===== src/rtl/seq_pkg.sv =====
// Package seq_pkg: definitions shared by the serial pattern transmitter
// (seq_gen) and the benches of the matching detector (seq_detect).
//  - FSM state encoding for seq_gen (IDLE / SEND / GAP)
//  - len_w(): width of a length field able to hold 0..max_len
//  - default MAX_LEN / IDLE_BIT / GAP values
package seq_pkg;

  typedef logic [1:0] state_t;

  localparam state_t ST_IDLE = 2'd0;
  localparam state_t ST_SEND = 2'd1;
  localparam state_t ST_GAP  = 2'd2;

  localparam int   DEF_MAX_LEN  = 8;
  localparam logic DEF_IDLE_BIT = 1'b1;
  localparam int   DEF_GAP      = 2;

  function automatic int len_w(input int max_len);
    return $clog2(max_len + 1);
  endfunction

endpackage


===== src/rtl/seq_gen_shifter.sv =====
// seq_gen_shifter: MSB-first shift register plus bit down-counter.
//  A load left-aligns the pattern so bit (len-1) sits in the MSB; each shift
//  advances one bit. The aligned pattern and length are kept so the frame
//  can be replayed by a reload without new inputs.
// Ports:
//  clk, reset      clock, asynchronous active-high reset
//  i_load          capture i_pattern / i_len and start a frame
//  i_reload        restart the frame from the captured pattern
//  i_shift         advance one bit
//  i_pattern       pattern, MAX_LEN bits
//  i_len           length in bits, already clamped to 1..MAX_LEN
//  o_bit_next      bit that will be on the line after this edge
//  o_last          current bit is the last of the frame
//  o_last_next     bit after this edge is the last of the frame
module seq_gen_shifter
  import seq_pkg::*;
#(
  parameter  int MAX_LEN = DEF_MAX_LEN,
  localparam int LW      = len_w(MAX_LEN)
) (
  input  logic               clk,
  input  logic               reset,
  input  logic               i_load,
  input  logic               i_reload,
  input  logic               i_shift,
  input  logic [MAX_LEN-1:0] i_pattern,
  input  logic [LW-1:0]      i_len,
  output logic               o_bit_next,
  output logic               o_last,
  output logic               o_last_next
);

  logic [MAX_LEN-1:0] r_sr;
  logic [MAX_LEN-1:0] r_pat;
  logic [LW-1:0]      r_cnt;
  logic [LW-1:0]      r_len;

  logic [MAX_LEN-1:0] w_aligned;
  logic [MAX_LEN-1:0] w_sr_next;
  logic [LW-1:0]      w_cnt_next;

  // Shift the unused upper bits out so the first bit to send is the MSB.
  assign w_aligned = i_pattern << (LW'(MAX_LEN) - i_len);

  always_comb begin
    w_sr_next  = r_sr;
    w_cnt_next = r_cnt;
    if (i_load) begin
      w_sr_next  = w_aligned;
      w_cnt_next = i_len;
    end else if (i_reload) begin
      w_sr_next  = r_pat;
      w_cnt_next = r_len;
    end else if (i_shift) begin
      w_sr_next  = r_sr << 1;
      w_cnt_next = r_cnt - LW'(1);
    end
  end

  always_ff @(posedge clk or posedge reset) begin
    if (reset) begin
      r_sr  <= '0;
      r_pat <= '0;
      r_cnt <= '0;
      r_len <= '0;
    end else begin
      r_sr  <= w_sr_next;
      r_cnt <= w_cnt_next;
      if (i_load) begin
        r_pat <= w_aligned;
        r_len <= i_len;
      end
    end
  end

  assign o_bit_next  = w_sr_next[MAX_LEN-1];
  assign o_last      = (r_cnt == LW'(1));
  assign o_last_next = (w_cnt_next == LW'(1));

endmodule


===== src/rtl/seq_gen.sv =====
// seq_gen: serial pattern transmitter. On start&&ready (len_in != 0) the
// pattern is captured and shifted out MSB-first on x, one bit per clock,
// followed by GAP forced idle cycles before ready returns.
// Optional macro SEQ_GEN_REPEAT_EN adds input repeat_en: when high at the end
// of a frame's gap (or its last bit when GAP==0) the captured pattern is sent
// again without a new start.
// Ports:
//  clk         rising-edge clock
//  reset       asynchronous active-high reset, aborts any frame
//  start       frame request, accepted only while ready=1
//  pattern_in  pattern, bit len_in-1 sent first
//  len_in      length in bits (0 ignored, >MAX_LEN clamped)
//  repeat_en   (SEQ_GEN_REPEAT_EN only) replay captured pattern
//  ready       idle and able to accept start
//  x           serial data, IDLE_BIT when not sending
//  valid       x carries a pattern bit
//  done        pulse with the last bit of a frame
module seq_gen
  import seq_pkg::*;
#(
  parameter  int   MAX_LEN  = DEF_MAX_LEN,
  parameter  logic IDLE_BIT = DEF_IDLE_BIT,
  parameter  int   GAP      = DEF_GAP,
  localparam int   LW       = len_w(MAX_LEN)
) (
  input  logic               clk,
  input  logic               reset,
  input  logic               start,
  input  logic [MAX_LEN-1:0] pattern_in,
  input  logic [LW-1:0]      len_in,
`ifdef SEQ_GEN_REPEAT_EN
  input  logic               repeat_en,
`endif
  output logic               ready,
  output logic               x,
  output logic               valid,
  output logic               done
);

  localparam int GW = (GAP > 0) ? $clog2(GAP + 1) : 1;

  state_t        r_state;
  logic [GW-1:0] r_gap_cnt;
  logic          r_x;
  logic          r_valid;
  logic          r_done;
  logic          r_ready;

  state_t        w_state_next;
  logic [GW-1:0] w_gap_next;
  logic [LW-1:0] w_len_clamp;
  logic          w_accept;
  logic          w_load;
  logic          w_reload;
  logic          w_shift;
  logic          w_rep;
  logic          w_bit_next;
  logic          w_last;
  logic          w_last_next;

`ifdef SEQ_GEN_REPEAT_EN
  assign w_rep = repeat_en;
`else
  assign w_rep = 1'b0;
`endif

  assign w_len_clamp = (len_in > LW'(MAX_LEN)) ? LW'(MAX_LEN) : len_in;
  // r_ready is high exactly in IDLE, so it doubles as the acceptance gate.
  assign w_accept    = start && r_ready && (len_in != '0);

  always_comb begin
    w_state_next = r_state;
    w_gap_next   = r_gap_cnt;
    w_load       = 1'b0;
    w_reload     = 1'b0;
    w_shift      = 1'b0;
    case (r_state)
      ST_IDLE: begin
        if (w_accept) begin
          w_load       = 1'b1;
          w_state_next = ST_SEND;
        end
      end
      ST_SEND: begin
        if (w_last) begin
          if (GAP > 0) begin
            w_state_next = ST_GAP;
            w_gap_next   = GW'(GAP);
          end else if (w_rep) begin
            w_reload = 1'b1;
          end else begin
            w_state_next = ST_IDLE;
          end
        end else begin
          w_shift = 1'b1;
        end
      end
      ST_GAP: begin
        if (r_gap_cnt == GW'(1)) begin
          w_gap_next = '0;
          if (w_rep) begin
            w_reload     = 1'b1;
            w_state_next = ST_SEND;
          end else begin
            w_state_next = ST_IDLE;
          end
        end else begin
          w_gap_next = r_gap_cnt - GW'(1);
        end
      end
      default: w_state_next = ST_IDLE;
    endcase
  end

  seq_gen_shifter #(
    .MAX_LEN (MAX_LEN)
  ) u_shifter (
    .clk         (clk),
    .reset       (reset),
    .i_load      (w_load),
    .i_reload    (w_reload),
    .i_shift     (w_shift),
    .i_pattern   (pattern_in),
    .i_len       (w_len_clamp),
    .o_bit_next  (w_bit_next),
    .o_last      (w_last),
    .o_last_next (w_last_next)
  );

  // Outputs are registered from next-state values so they line up with the
  // shift register contents after the same edge.
  always_ff @(posedge clk or posedge reset) begin
    if (reset) begin
      r_state   <= ST_IDLE;
      r_gap_cnt <= '0;
      r_x       <= IDLE_BIT;
      r_valid   <= 1'b0;
      r_done    <= 1'b0;
      r_ready   <= 1'b1;
    end else begin
      r_state   <= w_state_next;
      r_gap_cnt <= w_gap_next;
      r_x       <= (w_state_next == ST_SEND) ? w_bit_next : IDLE_BIT;
      r_valid   <= (w_state_next == ST_SEND);
      r_done    <= (w_state_next == ST_SEND) && w_last_next;
      r_ready   <= (w_state_next == ST_IDLE);
    end
  end

  assign ready = r_ready;
  assign x     = r_x;
  assign valid = r_valid;
  assign done  = r_done;

endmodule


===== config.mk =====
export PLATFORM = sky130hd
export DESIGN_NAME = seq_gen
export DESIGN_NICKNAME = d
export VERILOG_FILES = /design/src/rtl/seq_pkg.sv /design/src/rtl/seq_gen_shifter.sv /design/src/rtl/seq_gen.sv
export SDC_FILE = /design/constraint.sdc
export NUM_CORES = 1
export LEC_CHECK = 0
export ABC_AREA = 1
export BUFFER_PORTS_ARGS = -buffer_cell sky130_fd_sc_hd__buf_2
export CAP_MARGIN = 15
export CORE_UTILIZATION = 40
export DETAILED_ROUTE_END_ITERATION = 6
export GPL_ROUTABILITY_DRIVEN = 1
export SLEW_MARGIN = 20
export SYNTH_ARGS = -nofsm -noshare
export SYNTH_HDL_FRONTEND = slang
export SYNTH_SLANG_ARGS = --single-unit

===== constraint.sdc =====
create_clock -name clk -period 3.8 [get_ports clk]
set_clock_uncertainty 0.1 [all_clocks]
set_input_delay 0.76 -clock clk [delete_from_list [all_inputs] [get_ports clk]]
set_output_delay 0.76 -clock clk [all_outputs]
set_load 0.05 [all_outputs]

==> key figures <==
Clock tree
  – Clk slew on worst S/H paths: between 0.1 and 0.15 ns
  – # resized after CTS: 0
  – Max Root-Sink Buffers: 2
  – Buffer count from post-CTS setup fixing: 0
  – # hold bufs at CTS: 0
  – CTS tree: yes
  – Root buf cell: clkbuf_4
  – CTS Buf Count: 3
  – Worst-Skew Late Latency: approximately 0.30 ns
  – H-tree depth: 1
  – # clock sinks: 20

Worst setup path
  – CP cell instances: buf_2 -> nor2_2 -> nand2_1 -> a21oi_1 -> inv_1 -> ha_1 -> clkinv_1 -> o211ai_2 -> nand2_1 -> a21oi_2 -> nand2_1
  – CP max FO: 9
  – Crit path launch: len_in[0]
  – Crit path required time: 3.90 ns
  – WP data arrival: approximately 2.5 ns
  – Reg-to-reg startpoint: ready
  – CP max stage delay: roughly 0.38 ns
  – CP startpoint kind: input port
  – CP max-delay cell: ha_1
  – CP dominant cell by count: nand2_1
  – Type of element capturing the critical path: flip-flop
  – WS Path Type: input port to flip-flop

Final layout
  – Sequential Area: around 500 um^2
  – Area of the multi-input gates: 698.2 um^2
  – Final #Nets: 219
  – Layout cells sized above 1: 0.2513
  – Fin area: about 1500 um^2
  – # fillers: roughly 320
  – Antenna Cells: 0
  – Area growth syn-to-layout: 12.35%
  – Final cell count without fillers: around 240

Detailed routing
  – Drt drc: 0
  – DRT antenna net count: 0
  – DRT iter0 DRCs: 45
  – Vias: between 1000 and 1500
  – WL/cell: 11.00 um
  – Post-DR vias/cell: between 4 and 5
  – Post-Route WL: 2673 um
  – Drt first pass iters: 5

Synth
  – Top cells by count, synth: nand2_1, inv_1, nand3_1
  – Syn. warnings: 0
  – Seq/Total Area, Yosys: 0.3733
  – Mapped cell area: 1348 um^2
  – Ys flop type: dfrtp_1
  – Yosys top cell area share: 0.3343
  – EDFF count, synth: 0
  – Syn Nets: 198
  – Flops & latches, synth: 20
  – Post-Synthesis Cells: ~180
  – Cell variety after synth: 29
  – Yosys top cell by area: dfrtp_1
  – Most frequent cell after synthesis: nand2_1
  – Largest cells by area after synthesis: dfrtp_1, nand2_1, nand3_1
  – Async SR Flop Fraction: 1.000
  – Synth Area per Inst: around 7.5 um^2

STA
  – Actual slew at the worst max-slew pin: just over 0.7 ns
  – Setup_tns: 0 ns
  – Final max-slew violation count: 0
  – RSZ-0062 raised after global routing: no
  – Final Hold Fails: 0
  – Rel. slew slack: 0.5164
  – Final setup fails: 0
  – Fin crit share: 0.6268
  – Peak Freq: around 420 MHz
  – Post-layout minimum cycle time: ~2.4 ns
  – Final WS setup: approximately 1.4 ns

Global route
  – Vias in the first global route: ~1100
  – Initial antenna violation count: 0
  – First-pass GRT wire length: 4623 um
  – Pin count of the biggest net entering global routing: 21
  – Grt ovf: 0
  – GR Util All Layers: 0.1753

Placed design
  – Placed inst area: ~1500 um^2
  – Placed insts: ~240
  – DP Wirelength: about 2200 um
  – Worst Setup Slack post-DPL: 1.098 ns
  – Port Buffers: 18
  – RD Place Congestion: about 0.94

Floorplanning
  – Core ar.: between 3000 and 4000 um^2
  – Row count: 20
  – DIE WIDTH: 60.04 um
  – Die height: between 60 and 70 um
  – Starting Density: 0.4308
  – I/O pin count: 19
  – Die area: between 3000 and 4000 um^2

Hold path
  – Min-delay src: u_shifter.r_sr[5]
  – Worst hold-check path type: flip-flop to flip-flop

Status
  – Outcome: completed

Power and ir drop
  – Leak: ~0.8 nW
  – IR drop worst, VDD: approximately 0.32 mV
  – Final Power: approximately 0.0012 W
  – Pwr dens: 785.7 nW/um^2

Run
  – Max-cap violations: 0
## sequential cells by signal (all words and copies together) (netlist names)
signal and cells:
r_state 2, r_gap_cnt 2, u_shifter.r_sr 8, valid 1
done 1, u_shifter.r_cnt 4, ready 1, x 1
## stage by stage
step / utilization / hold slack (ns)
global route: 0.4840 / 0.4383
floorplan: - / 0.3594
CTS: 0.4840 / 0.4164
global placement: 0.4672 / 0.3837
detailed placement: 0.4672 / 0.3886
finish: 0.4840 / 0.4117
## metal layers
metal	vias up	track usage	part of all wire
li1	609	-	-
met1	532	0.2054	0.44
met2	25	0.2984	0.50
met3	8	0.04329	0.034
met4	0	0.08306	0.027
met5	-	0	0
## placed cells by master (no fill, tap or decap)
cell type	netlist	layout
a21oi_1	5	5
a21oi_2	1	1
buf_2	0	18
bufinv_16	0	1
clkbuf_4	0	3
clkinv_1	1	1
dfrtp_1	18	18
dfstp_2	2	2
ha_1	4	4
inv_1	22	22
inv_2	6	6
inv_4	1	1
nand2_1	46	46
nand2_2	3	3
nand2_4	6	6
nand3_1	22	22
nand3_2	2	2
nand4_1	1	1
nor2_1	14	14
nor2_2	4	4
nor2_4	1	1
nor2_8	1	1
o211ai_1	2	2
o211ai_2	1	1
o21ai_0	6	6
o21ai_1	4	4
o221ai_1	1	1
o22ai_1	1	1
xnor2_1	1	1
xor2_1	1	1
## cell families after synthesis
family | count (synthesis) | share of synthesized area
adders and majority gates | 4 | 0.03714
AOI/OAI and AO/OA | 21 | 0.09378
and+or+nand+nor | 100 | 0.3742
buffers and inverters | 32 | 0.1086
DFF | 20 | 0.3733
xor gates and xnor gates | 2 | 0.01300
## critical path: cells and delay by family
kind	cells	cell delay (ns)
buf+inv	3	0.45
simple gates	4	0.35
fa+ha+maj	1	0.38
compound gates	3	0.54
## area by class of cell
class | count | share of cell area
inverter | 30 | 0.07603
multi-input combinational | 127 | 0.4612
clock buffer | 3 | 0.01488
clock inverter | 1 | 0.01983
sequential | 20 | 0.3322
timing repair buffer | 18 | 0.05950
tap | 44 | 0.03636
## final timing paths
path	slack [ns]	end	cells after the start
hold / removal	0.41	u_shifter.r_sr[5]	2
setup / recovery	1.42	u_shifter.r_sr[7]	11
setup reg to reg	2.24	u_shifter.r_sr[1]	7
min in group asynchronous	0.45	u_shifter.r_sr[3]	2
hold reg to reg	0.41	u_shifter.r_sr[5]	2
max in group asynchronous	2.68	u_shifter.r_cnt[1]	2
## where the power goes
group	internal, W	switching, W	leakage (nW)
logic	0.000205	0.000443	0.521
clock network	0.000107	0.0000641	0.0279
registers	0.000318	0.0000518	0.250
Power figures use the tool's default switching activity.
